**src/rtl/external_controls.sv**
```systemverilog
// Debounced, scaled GPIO-to-control-value converter with periodic update strobes.
// Define EXTERNAL_CONTROLS_SLEW_EN to rate-limit each output by SLEW per update.
module external_controls #(
    parameter int CHANNELS        = 4,
    parameter int IN_W            = 4,
    parameter int OUT_W           = 8,
    parameter int STEP            = 10,
    parameter int MAX_OUT         = 100,
    parameter int UPDATE_MS       = 100,
    parameter int CLOCK_FREQUENCY = 166000000,
    parameter int STABLE_SAMPLES  = 3,
    parameter int SLEW            = 5
) (
    input  logic                      clk,
    input  logic                      reset,
    input  logic [CHANNELS*IN_W-1:0]  gpio,
    output logic [CHANNELS*OUT_W-1:0] value,
    output logic                      update,
    output logic [CHANNELS-1:0]       changed
);

    localparam int PERIOD = UPDATE_MS * (CLOCK_FREQUENCY / 1000);
    localparam int CNT_W  = (PERIOD > 1) ? $clog2(PERIOD) : 1;
    localparam int PROD_W = IN_W + $clog2(STEP + 1);
    localparam int SLEW_W = $clog2(SLEW + 1) + 1;
    localparam int WIDE_A = (PROD_W > OUT_W + 1) ? PROD_W : OUT_W + 1;
    localparam int WIDE_B = (WIDE_A > SLEW_W) ? WIDE_A : SLEW_W;
    // Arithmetic width covers the full product, the output range, SLEW and MAX_OUT.
    localparam int CMP_W  = (WIDE_B > 31) ? WIDE_B + 1 : 32;

    logic [CNT_W-1:0]         tick_cnt;
    logic                     tick;
    logic [CHANNELS*IN_W-1:0] gpio_meta;
    logic [CHANNELS*IN_W-1:0] gpio_sync;

    logic [IN_W-1:0]  candidate  [CHANNELS];
    logic [IN_W-1:0]  accepted   [CHANNELS];
    logic [3:0]       stable_cnt [CHANNELS];
    logic [IN_W-1:0]  cand_nxt   [CHANNELS];
    logic [IN_W-1:0]  acc_nxt    [CHANNELS];
    logic [3:0]       cnt_nxt    [CHANNELS];
    logic [OUT_W-1:0] target     [CHANNELS];
    logic [OUT_W-1:0] value_nxt  [CHANNELS];

    assign tick = (tick_cnt == CNT_W'(PERIOD - 1));

    always_ff @(posedge clk or posedge reset) begin
        if (reset) begin
            tick_cnt  <= '0;
            gpio_meta <= '0;
            gpio_sync <= '0;
        end else begin
            tick_cnt  <= tick ? '0 : tick_cnt + CNT_W'(1);
            gpio_meta <= gpio;
            gpio_sync <= gpio_meta;
        end
    end

    // The accepted code from this tick feeds the value computed on the same edge,
    // so the output lands one cycle after the tick with no extra pipeline stage.
    always_comb begin
        logic [IN_W-1:0]  code;
        logic [CMP_W-1:0] prod;
        logic [CMP_W-1:0] sat;
        logic [OUT_W-1:0] cur;
        logic [CMP_W-1:0] diff;
        for (int i = 0; i < CHANNELS; i++) begin
            code        = gpio_sync[i*IN_W +: IN_W];
            cand_nxt[i] = candidate[i];
            cnt_nxt[i]  = stable_cnt[i];
            acc_nxt[i]  = accepted[i];
            if (code == candidate[i]) begin
                if (stable_cnt[i] < 4'(STABLE_SAMPLES))
                    cnt_nxt[i] = stable_cnt[i] + 4'd1;
            end else begin
                cand_nxt[i] = code;
                cnt_nxt[i]  = 4'd1;
            end
            if (cnt_nxt[i] == 4'(STABLE_SAMPLES))
                acc_nxt[i] = cand_nxt[i];

            prod      = CMP_W'(acc_nxt[i]) * CMP_W'(STEP);
            sat       = (prod > CMP_W'(MAX_OUT)) ? CMP_W'(MAX_OUT) : prod;
            target[i] = OUT_W'(sat);
            cur       = value[i*OUT_W +: OUT_W];
            diff      = '0;
`ifdef EXTERNAL_CONTROLS_SLEW_EN
            if (target[i] > cur) begin
                diff         = CMP_W'(target[i] - cur);
                value_nxt[i] = (diff > CMP_W'(SLEW)) ? cur + OUT_W'(SLEW) : target[i];
            end else begin
                diff         = CMP_W'(cur - target[i]);
                value_nxt[i] = (diff > CMP_W'(SLEW)) ? cur - OUT_W'(SLEW) : target[i];
            end
`else
            value_nxt[i] = (diff == '0) ? target[i] : cur;
`endif
        end
    end

    always_ff @(posedge clk or posedge reset) begin
        if (reset) begin
            value   <= '0;
            update  <= 1'b0;
            changed <= '0;
            for (int i = 0; i < CHANNELS; i++) begin
                candidate[i]  <= '0;
                accepted[i]   <= '0;
                stable_cnt[i] <= '0;
            end
        end else begin
            update  <= tick;
            changed <= '0;
            if (tick) begin
                for (int i = 0; i < CHANNELS; i++) begin
                    candidate[i]               <= cand_nxt[i];
                    stable_cnt[i]              <= cnt_nxt[i];
                    accepted[i]                <= acc_nxt[i];
                    value[i*OUT_W +: OUT_W]    <= value_nxt[i];
                    changed[i]                 <= (value_nxt[i] != value[i*OUT_W +: OUT_W]);
                end
            end
        end
    end

endmodule
```
**config.mk**
```make
export PLATFORM = sky130hd
export DESIGN_NAME = external_controls
export DESIGN_NICKNAME = d
export VERILOG_FILES = /design/src/rtl/external_controls.sv
export SDC_FILE = /design/constraint.sdc
export NUM_CORES = 1
export LEC_CHECK = 0
export ABC_AREA = 1
export CELL_PAD_IN_SITES_DETAIL_PLACEMENT = 0
export CELL_PAD_IN_SITES_GLOBAL_PLACEMENT = 2
export CORE_ASPECT_RATIO = 0.6
export CORE_MARGIN = 4
export CORE_UTILIZATION = 35
export DETAILED_ROUTE_END_ITERATION = 8
export GPL_TIMING_DRIVEN = 0
export PLACE_DENSITY = 0.8
export SLEW_MARGIN = 10
export SYNTH_ARGS = -nofsm -noshare
export SYNTH_HDL_FRONTEND = slang
export SYNTH_SLANG_ARGS = --single-unit
```
**constraint.sdc**
```tcl
create_clock -name clk -period 5.4 [get_ports clk]
set_clock_uncertainty 0.1 [all_clocks]
set_input_delay 0.54 -clock clk [delete_from_list [all_inputs] [get_ports clk]]
set_output_delay 0.54 -clock clk [all_outputs]
set_load 0.02 [all_outputs]
```
==> results of run 1 <==
## layer usage
metal / part of all wire, % / wire (µm)
met5: 0 / 0
met4: 0.99 / 173
met3: 3.4 / 592
met2: 38 / 6690
met1: 57 / 9960
## critical path, cell delays in order, from the launching register on
cell	delay, ns
dfrtp_1	0.42
ha_1	0.21
inv_1	0.07
nand3_1	0.12
nand2_1	0.08
nand2_1	0.06
nor2_1	0.20
nand2_2	0.17
o21ai_2	0.24
inv_1	0.09
ha_1	0.28
ha_1	0.21
inv_1	0.07
fa_1	0.50
nor2_1	0.13
nand2_1	0.06
inv_1	0.08
nand3_2	0.10
nand2_2	0.11
nand2_4	0.09
nand2_1	0.09
nand2_1	0.05
nand2_1	0.05
nand2_1	0.05
nor2_1	0.10
a21oi_1	0.08
## Yosys cell counts, types with 4 or more instances
library cell  number
nand3b_1           7
inv_1            132
xor2_1            17
ha_1              21
nand2_2           11
nor2_1            61
a31oi_1            4
o21ai_1            9
nand3_1           45
nor3_1             5
o21ai_2            6
dfrtp_1          137
clkbuf_1          15
nand2_1          242
buf_4              4
nand3_2            6
nor2_4             7
fa_1               4
nor2_2            11
a21oi_1           18
inv_2              5
nand4_1           18
o21ai_0           59
## state kept, by name (all words and copies together) (netlist names)
name and cells:
accepted 16, candidate 16, changed 4, gpio_meta 16, gpio_sync 16, stable_cnt 16
tick_cnt 24, update 1, value 28
## cells in the final DEF (no fill, tap or decap), drive strengths merged, types with 2 or more instances in the layout
master         Yosys  final
dfrtp            137    137
buf                6      7
inv              137    138
nand3b             8      8
nor2              79     79
ha                21     21
clkinv             2      7
a21oi             18     18
fa                 4      4
conb               1      4
o21ai             74     74
or2                2      2
nand4             19     19
nor3               8      8
nand2            256    256
clkbuf            15     33
xor2              17     17
nor4               3      3
a31oi              4      4
nand3             51     51
clkdlybuf4s50      0     50
bufinv             0      5
## final cells by class
type,count,area (µm²)
Clock inverter,12,199
Inverter,139,529
Multi-Input combinational cell,576,3030
Sequential cell,137,3430
Buffer,21,96.3
Tap cell,266,333
Clock buffer,18,439
Fill cell,1948,10800
Timing Repair Buffer,51,528
## logic make-up (layout without fill, tap and decap cells)
logic type / after synthesis / after routing / share of synthesized area, %
simple gates: 429 / 429 / 28.0
buf+inv: 160 / 241 / 8.75
flops: 137 / 137 / 48.5
compound gates: 100 / 100 / 7.63
fa+ha+maj: 25 / 25 / 4.85
xor+xnor: 18 / 18 / 2.23
other cells: 1 / 4 / 0.0531
## per-stage QoR
| stage | area (µm²) | setup WS [ns] | instances | total power [mW] | hold WS (ns) |
|---|---|---|---|---|---|
| after global routing | 8590 | 1.05 | 1220 | 2.47 | 0.252 |
| final | 8590 | 1.43 | 1220 | 2.38 | 0.246 |
| after CTS | 8590 | 1.46 | 1220 | 2.42 | 0.248 |
| after floorplan | 7080 | 1.09 | 873 | 1.09 | 0.231 |
| after detailed placement | 7950 | 1.48 | 1190 | 1.12 | 0.235 |
| after global placement | 7910 | -1.10 | 1189 | 1.12 | 0.231 |
## worst max-delay path by stage
stage | start | end | slack (ns) | depth (start not counted)
global placement | reset | value[23]$_DFFE_PP0P_ | -1.10 | 2
detailed placement | stable_cnt[8]$_DFFE_PP0P_ | changed[1]$_DFF_PP0_ | 1.48 | 25
finish | stable_cnt[8]$_DFFE_PP0P_ | changed[1]$_DFF_PP0_ | 1.43 | 25
CTS | stable_cnt[8]$_DFFE_PP0P_ | changed[1]$_DFF_PP0_ | 1.46 | 25
global route | stable_cnt[8]$_DFFE_PP0P_ | changed[1]$_DFF_PP0_ | 1.05 | 25
floorplan | reset | accepted[0]$_DFFE_PP0P_ | 1.09 | 1
## power by group through the flow
stage / Combinational [mW] / Sequential (mW) / Clock (mW)
after CTS: 0.0545 / 1.05 / 1.32
final: 0.0518 / 1.05 / 1.28
after global placement: 0.0512 / 1.07 / 0
after floorplan: 0.0295 / 1.06 / 0
after detailed placement: 0.0544 / 1.06 / 0
after global routing: 0.0605 / 1.05 / 1.36
==> impl_metrics.toml, run 1 <==
[status]
status = "completed"

[cells_and_area]
syn_to_final_growth_pct = 21.5
final_nets = 986
drive_above_1_share_pct = 9.96
antenna_cells = 0
fin_util_pct = 44.2

[setup_path]
r2r-end = "changed[1]$_DFF_PP0_"
cp.arrival_ns = 4.14
timing.rr.start = "stable_cnt[8]$_DFFE_PP0P_"
r2r_cells = 25
critical_path_class = "reg -> reg"
critPathMaxFanout = 10
required_ns = 5.57
worstSetupStartpointType = "register"
reg2reg_slack_ns = 1.43
cp-end-kind = "register"

[sta]
min_period_ns = 3.97
finalSetupViolCount = 0
rsz0062_at_grt = "false"
fin_tns_setup_ns = 0
slew_violations = 0
maxSlewHeadroom_pct = 42.1
tightest_slew_ns = 0.869
finalHoldViolations = 0
timing.final.crit_share_pct = 73.5
fmax_mhz = 252

[grt]
grt_pass1_wl_um = 29000
grt_pass1_vias = 5315
grt_busiest_layer = "met1"
grt_max_degree = 75
antenna_found_initial = 0
use_met2_pct = 22.1
track_usage_pct = 16.5
grt_use_met1_pct = 26.5
grt-ovfl-total = 0
grtUsageMet3_pct = 3.38

[floorplan]
chipWidth_um = 191
dieArea_um2 = 22600
coreArea_um2 = 19400
die_h_um = 118
initial_utilization_pct = 36.4
ios = 55
rows = 39

[power_and_ir_drop]
internal_power_mw = 1.88
netSwitchingFraction_pct = 20.9
vdd_ir_drop_max_v = 0.000217
p_per_area_nw_per_um2 = 277
seq_power_share_pct = 43.9
clockPowerShare_pct = 53.9
p_switching_mw = 0.498
power_frac_comb_pct = 2.2
p_leak_nw = 4.29

[routing]
route.detailed.drc = 0
drt_iter0_markers = 320
via_per_inst = 4.51
vias = 5500
antenna_left = 0
avgRoutedWirePerCell_um = 14.3
firstDrtPassIters = 5
totalWireLength_um = 17400

[yosys]
netlist_instances = 870
syn_area_per_cell_um2 = 8.12
synth_top_area_cell = "dfrtp_1"
synth_top_cell_area_share_pct = 48.5
postSynth.asyncResetShare_pct = 100
synth-seq-cells = 137
synth_flop_cell = "dfrtp_1"
ys_warn_count = 0
synth_edf_count = 0
netlist_area_um2 = 7070
yosysUniqueCellTypes = 41
ys_seq_area_share_pct = 48.5
synth_area_leaders = "dfrtp_1 (49%), nand2_1 (13%), inv_1 (7.0%), o21ai_0 (4.2%), ha_1 (3.7%)"

[placement]
hpwl_um = 12700
gp_congestion = 0.792
place.port_buffers = 50

[worst_hold_path]
hold_end = "gpio_sync[7]$_DFF_PP0_"
hold_path.startpoint = "gpio_meta[7]$_DFF_PP0_"
hold_path_class = "reg -> reg"
holdPathStages = 0

[clocking]
clkTransAtPathRegs_ns = 0.06
clockRootBuffer = "clkbuf_16"
post_cts_buffers = 0
clkLatencyLatePin_ns = 0.43
cts_tree = "built"
cts_resized = 0
htreeDepth = 4
clkSinkCount = 137
hold_buffers = 0
max-clock-path-buffers = 2
cts_made_buffers = 17

[job]
maxCapViolCount = 0
No activity file was read; power rests on OpenSTA's default activity.
==> inputs of run 2 (changes only) <==
CORE_UTILIZATION = 32   (was 35)
PLACE_DENSITY = 0.77   (was 0.8)
clock period = 3.6 ns   (was 5.4 ns; I/O delays follow)
==> impl_metrics.toml, run 2 (synthesis results as in run 1) <==
[status]
status = "completed"

[clocking]
clkSinkCount = 137
cts_tree = "built"
clockRootBuffer = "clkbuf_16"
clkTransAtPathRegs_ns = 0.06
cts_made_buffers = 17
clkLatencyLatePin_ns = 0.43
htreeDepth = 4
hold_buffers = 0
max-clock-path-buffers = 2

[floorplan]
coreArea_um2 = 21300
die_h_um = 123
chipWidth_um = 200
rows = 41
ios = 55
initial_utilization_pct = 33.1
dieArea_um2 = 24600

[setup_path]
critical_path_class = "reg -> reg"
timing.critical_path.buf_inv = 4
r2r_cells = 23
reg2reg_slack_ns = 0.04
timing.rr.start = "stable_cnt[8]$_DFFE_PP0P_"
required_ns = 3.77
crit_slowest_cell = "fa_2"
worstSetupStartpointType = "register"
cp.arrival_ns = 3.73
crit_family = "simple AND/OR/NAND/NOR gates"
r2r-end = "changed[1]$_DFF_PP0_"
crit_chain = "ha_2 > inv_2 > nand3_4 > nand2_2 > o21ai_2 > nor2_4 > nand2_4 > o21ai_4 > inv_2 > ha_4 > ha_4 > inv_2 > fa_2 > nor2_1 > nand2_1 > inv_2 > nand4_1 > nand2_2 > nand2_2 > nand2_2 > nand3_2 > nor2_2 > a21oi_1"
critPathMaxFanout = 8
slowest_delay_ns = 0.43
cp-end-kind = "register"

[cells_and_area]
final_cell_mix = "nand2_1 (218), dfrtp_1 (135), inv_1 (121), o21ai_0 (58), nor2_1 (55)"
final_nets = 1029
antenna_cells = 0
finalInstanceArea_um2 = 9430
largestRegisters = "value: 28 flops, tick_cnt: 24 flops"
drive_above_1_share_pct = 21.6
syn_to_final_growth_pct = 33.5
largest_register_ff_count = 28
fin_util_pct = 44.2
final_common_cell = "nand2_1"
largest-register = "value"
stdcell_count = 1277

[routing]
route.detailed.drc = 0
drt_iter0_markers = 362
via_per_inst = 4.56
vias = 5820
avgRoutedWirePerCell_um = 15.0
totalWireLength_um = 19100
firstDrtPassIters = 5
antenna_left = 0

[placement]
dp.cells = 1206
hpwl_um = 13300
gp_congestion = 0.777
place.port_buffers = 50
pre_cts_slack_ns = -0.342
place_area_um2 = 8010

[grt]
grt_pass1_wl_um = 30700
grt_max_degree = 37
antenna_found_initial = 0
track_usage_pct = 16.3
grt-ovfl-total = 0
grt_pass1_vias = 5524

[sta]
finalSetupViolCount = 0
timing.final.crit_share_pct = 98.8
tightest_slew_ns = 0.890
fmax_mhz = 281
layout_setup_ws_ns = 0.0432
finalHoldViolations = 0
rsz0062_at_grt = "true"
maxSlewHeadroom_pct = 40.6
slew_violations = 0
min_period_ns = 3.56

[job]
maxCapViolCount = 0

[worst_hold_path]
hold_path_class = "in -> async"

[power_and_ir_drop]
vdd_ir_drop_max_v = 0.000334
p_total_mw = 3.80
p_leak_nw = 4.60
p_per_area_nw_per_um2 = 403
[run 2: cell types whose count changed in the layout (fill, tap and decap cells not counted), moves of 7 or more]
cell | previous run | this run
inv_2 | 5 | 14
nand2_1 | 242 | 218
inv_1 | 131 | 121
nand2_2 | 11 | 29
ha_1 | 21 | 10
nand3_2 | 6 | 13
nand3_1 | 45 | 35
o21ai_1 | 9 | 2
buf_4 | 4 | 40
nand2_4 | 3 | 12
[run 2: worst max-delay path by stage]
stage	cells past startpoint	from	end
final	23	stable_cnt[8]$_DFFE_PP0P_	changed[1]$_DFF_PP0_
after detailed placement	25	stable_cnt[8]$_DFFE_PP0P_	changed[1]$_DFF_PP0_
after global placement	25	stable_cnt[8]$_DFFE_PP0P_	changed[1]$_DFF_PP0_
after global routing	24	stable_cnt[8]$_DFFE_PP0P_	changed[1]$_DFF_PP0_
after floorplan	25	stable_cnt[8]$_DFFE_PP0P_	changed[1]$_DFF_PP0_
after CTS	25	stable_cnt[4]$_DFFE_PP0P_	changed[2]$_DFF_PP0_
[run 2: repair_timing]
action,in CTS,in global routing
setup buffers,16,20
gates cloned,2,2
hold endpoints to repair,0,0
setup endpoints to repair,12,18
gates resized for setup,43,62
pin swaps,32,53
[run 2: final cells by class]
| type | instances | area, µm² |
|---|---|---|
| buffer | 21 | 96.3 |
| clock buffer | 21 | 480 |
| clock inverter | 10 | 236 |
| fill | 2127 | 11900 |
| inverter | 139 | 528 |
| multi-input combinational | 580 | 3460 |
| sequential | 137 | 3430 |
| tap | 279 | 349 |
| timing repair buffer | 90 | 851 |
[run 2: metrics by stage]
stage	TNS, ns	hold slack [ns]
floorplan	0	0.231
CTS	0	0.0899
global placement	-1.56	0.233
global route	-0.346	0.0862
detailed placement	-1.39	0.235
finish	0	0.0990
[run 2: layer usage]
metal / vias to the layer above / wire length (µm) / track usage [%]
met5: - / 0 / 0
met4: 0 / 131 / 2.93
met3: 13 / 652 / 3.76
met2: 79 / 7750 / 22.3
met1: 2755 / 10600 / 26.1
li1: 2973 / - / -
[run 2: power by group]
group	total [mW]	leakage, nW	switching (mW)	internal (mW)
combinational	0.0896	2.43	0.0540	0.0357
sequential	1.57	1.82	0.0112	1.56
clock	2.14	0.350	0.698	1.45
==> inputs of run 3 (changes only) <==
CORE_ASPECT_RATIO = 0.8   (was 0.6)
==> impl_metrics.toml, run 3 (synthesis results as in run 1) <==
[routing]
antenna_left = 0
route.detailed.drc = 0
avgRoutedWirePerCell_um = 14.6
firstDrtPassIters = 5
totalWireLength_um = 18500
vias = 5770
via_per_inst = 4.55
drt_iter0_markers = 315

[floorplan]
chipWidth_um = 174
die_h_um = 141
coreArea_um2 = 21600
initial_utilization_pct = 32.7
rows = 48
dieArea_um2 = 24500
ios = 55

[grt]
grt_use_met1_pct = 23.4
antenna_found_initial = 0
grt_busiest_layer = "met1"
track_usage_pct = 15.4
grt_max_degree = 35
grtUsageMet3_pct = 3.19
grt_pass1_vias = 5417
grt-ovfl-total = 0
grt_pass1_wl_um = 29800
use_met2_pct = 22.2

[power_and_ir_drop]
p_total_mw = 3.69
seq_power_share_pct = 42.6
p_per_area_nw_per_um2 = 394
clockPowerShare_pct = 55.0
p_switching_mw = 0.788
power_frac_comb_pct = 2.5
vdd_ir_drop_max_v = 0.000292
p_leak_nw = 4.53
internal_power_mw = 2.90
netSwitchingFraction_pct = 21.4

[setup_path]
critPathMaxFanout = 8
cp.arrival_ns = 3.76
critical_path_class = "reg -> reg"
required_ns = 3.78
worstSetupStartpointType = "register"
cp-end-kind = "register"

[sta]
min_period_ns = 3.59
fmax_mhz = 279
tightest_slew_ns = 0.885
finalHoldViolations = 0
maxSlewHeadroom_pct = 41.0
timing.final.crit_share_pct = 99.6
finalSetupViolCount = 0
slew_violations = 0
rsz0062_at_grt = "true"

[cells_and_area]
largest-register = "value"
fin_util_pct = 43.3
finalInstanceArea_um2 = 9370
n_fill_cell = 2146
drive_above_1_share_pct = 21.4
syn_to_final_growth_pct = 32.6
antenna_cells = 0
largestRegisters = "value: 28 flops, tick_cnt: 24 flops"
largest_register_ff_count = 28
final_nets = 1022
final_common_cell = "nand2_1"
final_cell_mix = "nand2_1 (218), dfrtp_1 (135), inv_1 (120), o21ai_0 (56), nor2_1 (52)"

[clocking]
cts_tree = "built"
max-clock-path-buffers = 2
hold_buffers = 0
clockRootBuffer = "clkbuf_16"
clkLatencyLatePin_ns = 0.42
cts_made_buffers = 17
htreeDepth = 4
clkSinkCount = 137
clkTransAtPathRegs_ns = 0.07

[placement]
gp_congestion = 0.724
place_area_um2 = 8020
hpwl_um = 12400
place.port_buffers = 50

[job]
maxCapViolCount = 0

[status]
status = "completed"

[worst_hold_path]
hold_path_class = "reg -> reg"
run 3: power groups by stage:
stage,logic [mW],clock network [mW],registers [mW]
after global placement,0.0777,0,1.60
after CTS,0.0918,2.08,1.57
final,0.0906,2.03,1.57
after global routing,0.105,2.16,1.57
after detailed placement,0.0901,0,1.60
after floorplan,0.0446,0,1.59
run 3: final timing paths:
check | from | endpoint | slack [ns] | cells after the start
setup / recovery | stable_cnt[8]$_DFFE_PP0P_ | changed[1]$_DFF_PP0_ | 0.01 | 25
hold reg to reg | gpio_meta[1]$_DFF_PP0_ | gpio_sync[1]$_DFF_PP0_ | 0.25 | 0
setup reg to reg | stable_cnt[8]$_DFFE_PP0P_ | changed[1]$_DFF_PP0_ | 0.01 | 25
min in group asynchronous | reset | gpio_meta[0]$_DFF_PP0_ | 0.26 | 2
hold / removal | gpio_meta[1]$_DFF_PP0_ | gpio_sync[1]$_DFF_PP0_ | 0.25 | 0
max in group asynchronous | reset | changed[3]$_DFF_PP0_ | 2.36 | 4
run 3: routing by layer:
metal  routed length [µm]  share of wire [%]  vias up
met2                 7760                 42       86
li1                     -                  -     2965
met5                    0                  0        -
met3                  615                3.3       17
met4                  190                1.0        0
met1                 9890                 54     2702
run 3: area by class of cell:
class                      instances  area [µm²]  area share, %
inverter                         139         528           5.64
clock inverter                    14         245           2.62
buffer                            21        96.3           1.03
clock buffer                      18         429           4.58
timing repair buffer              84         830           8.85
multi-input combinational        579        3470           37.0
tap                              275         344           3.67
sequential                       137        3430           36.6
run 3: timing repair:
action                     4_1_cts  5_1_grt
resized for setup               40       72
cloned                           2        1
setup endpoints to repair        8       18
buffers inserted                10       20
pin swaps                       30       52
run 3: critical path: stages (launching register included):
cell and delay (ns):
dfrtp_1 0.40, ha_2 0.19, inv_2 0.07, nand3_4 0.09
nand2_2 0.08, o21ai_2 0.06, nor2_4 0.16, nand2_4 0.15
o21ai_4 0.17, inv_2 0.08, ha_4 0.27, ha_4 0.13
inv_2 0.04, fa_2 0.55, nor2_1 0.05, nand2_1 0.07
inv_2 0.04, nand4_1 0.13, buf_4 0.15, nand2_4 0.07
nand2_2 0.07, nand2_1 0.04, nand2_1 0.05, nand2_1 0.06
nor2_2 0.09, a21oi_2 0.06
run 3: through the flow:
stage / hold slack [ns] / cells / TNS (ns) / setup WS [ns]
2_1_floorplan: 0.231 / 873 / 0 / 0.168
6_report: 0.248 / 1267 / 0 / 0.0135
3_5_place_dp: 0.235 / 1202 / -0.973 / -0.334
3_3_place_gp: 0.232 / 1198 / -2.20 / -0.344
4_1_cts: 0.249 / 1246 / -0.0550 / -0.0550
5_1_grt: 0.251 / 1267 / -0.524 / -0.194
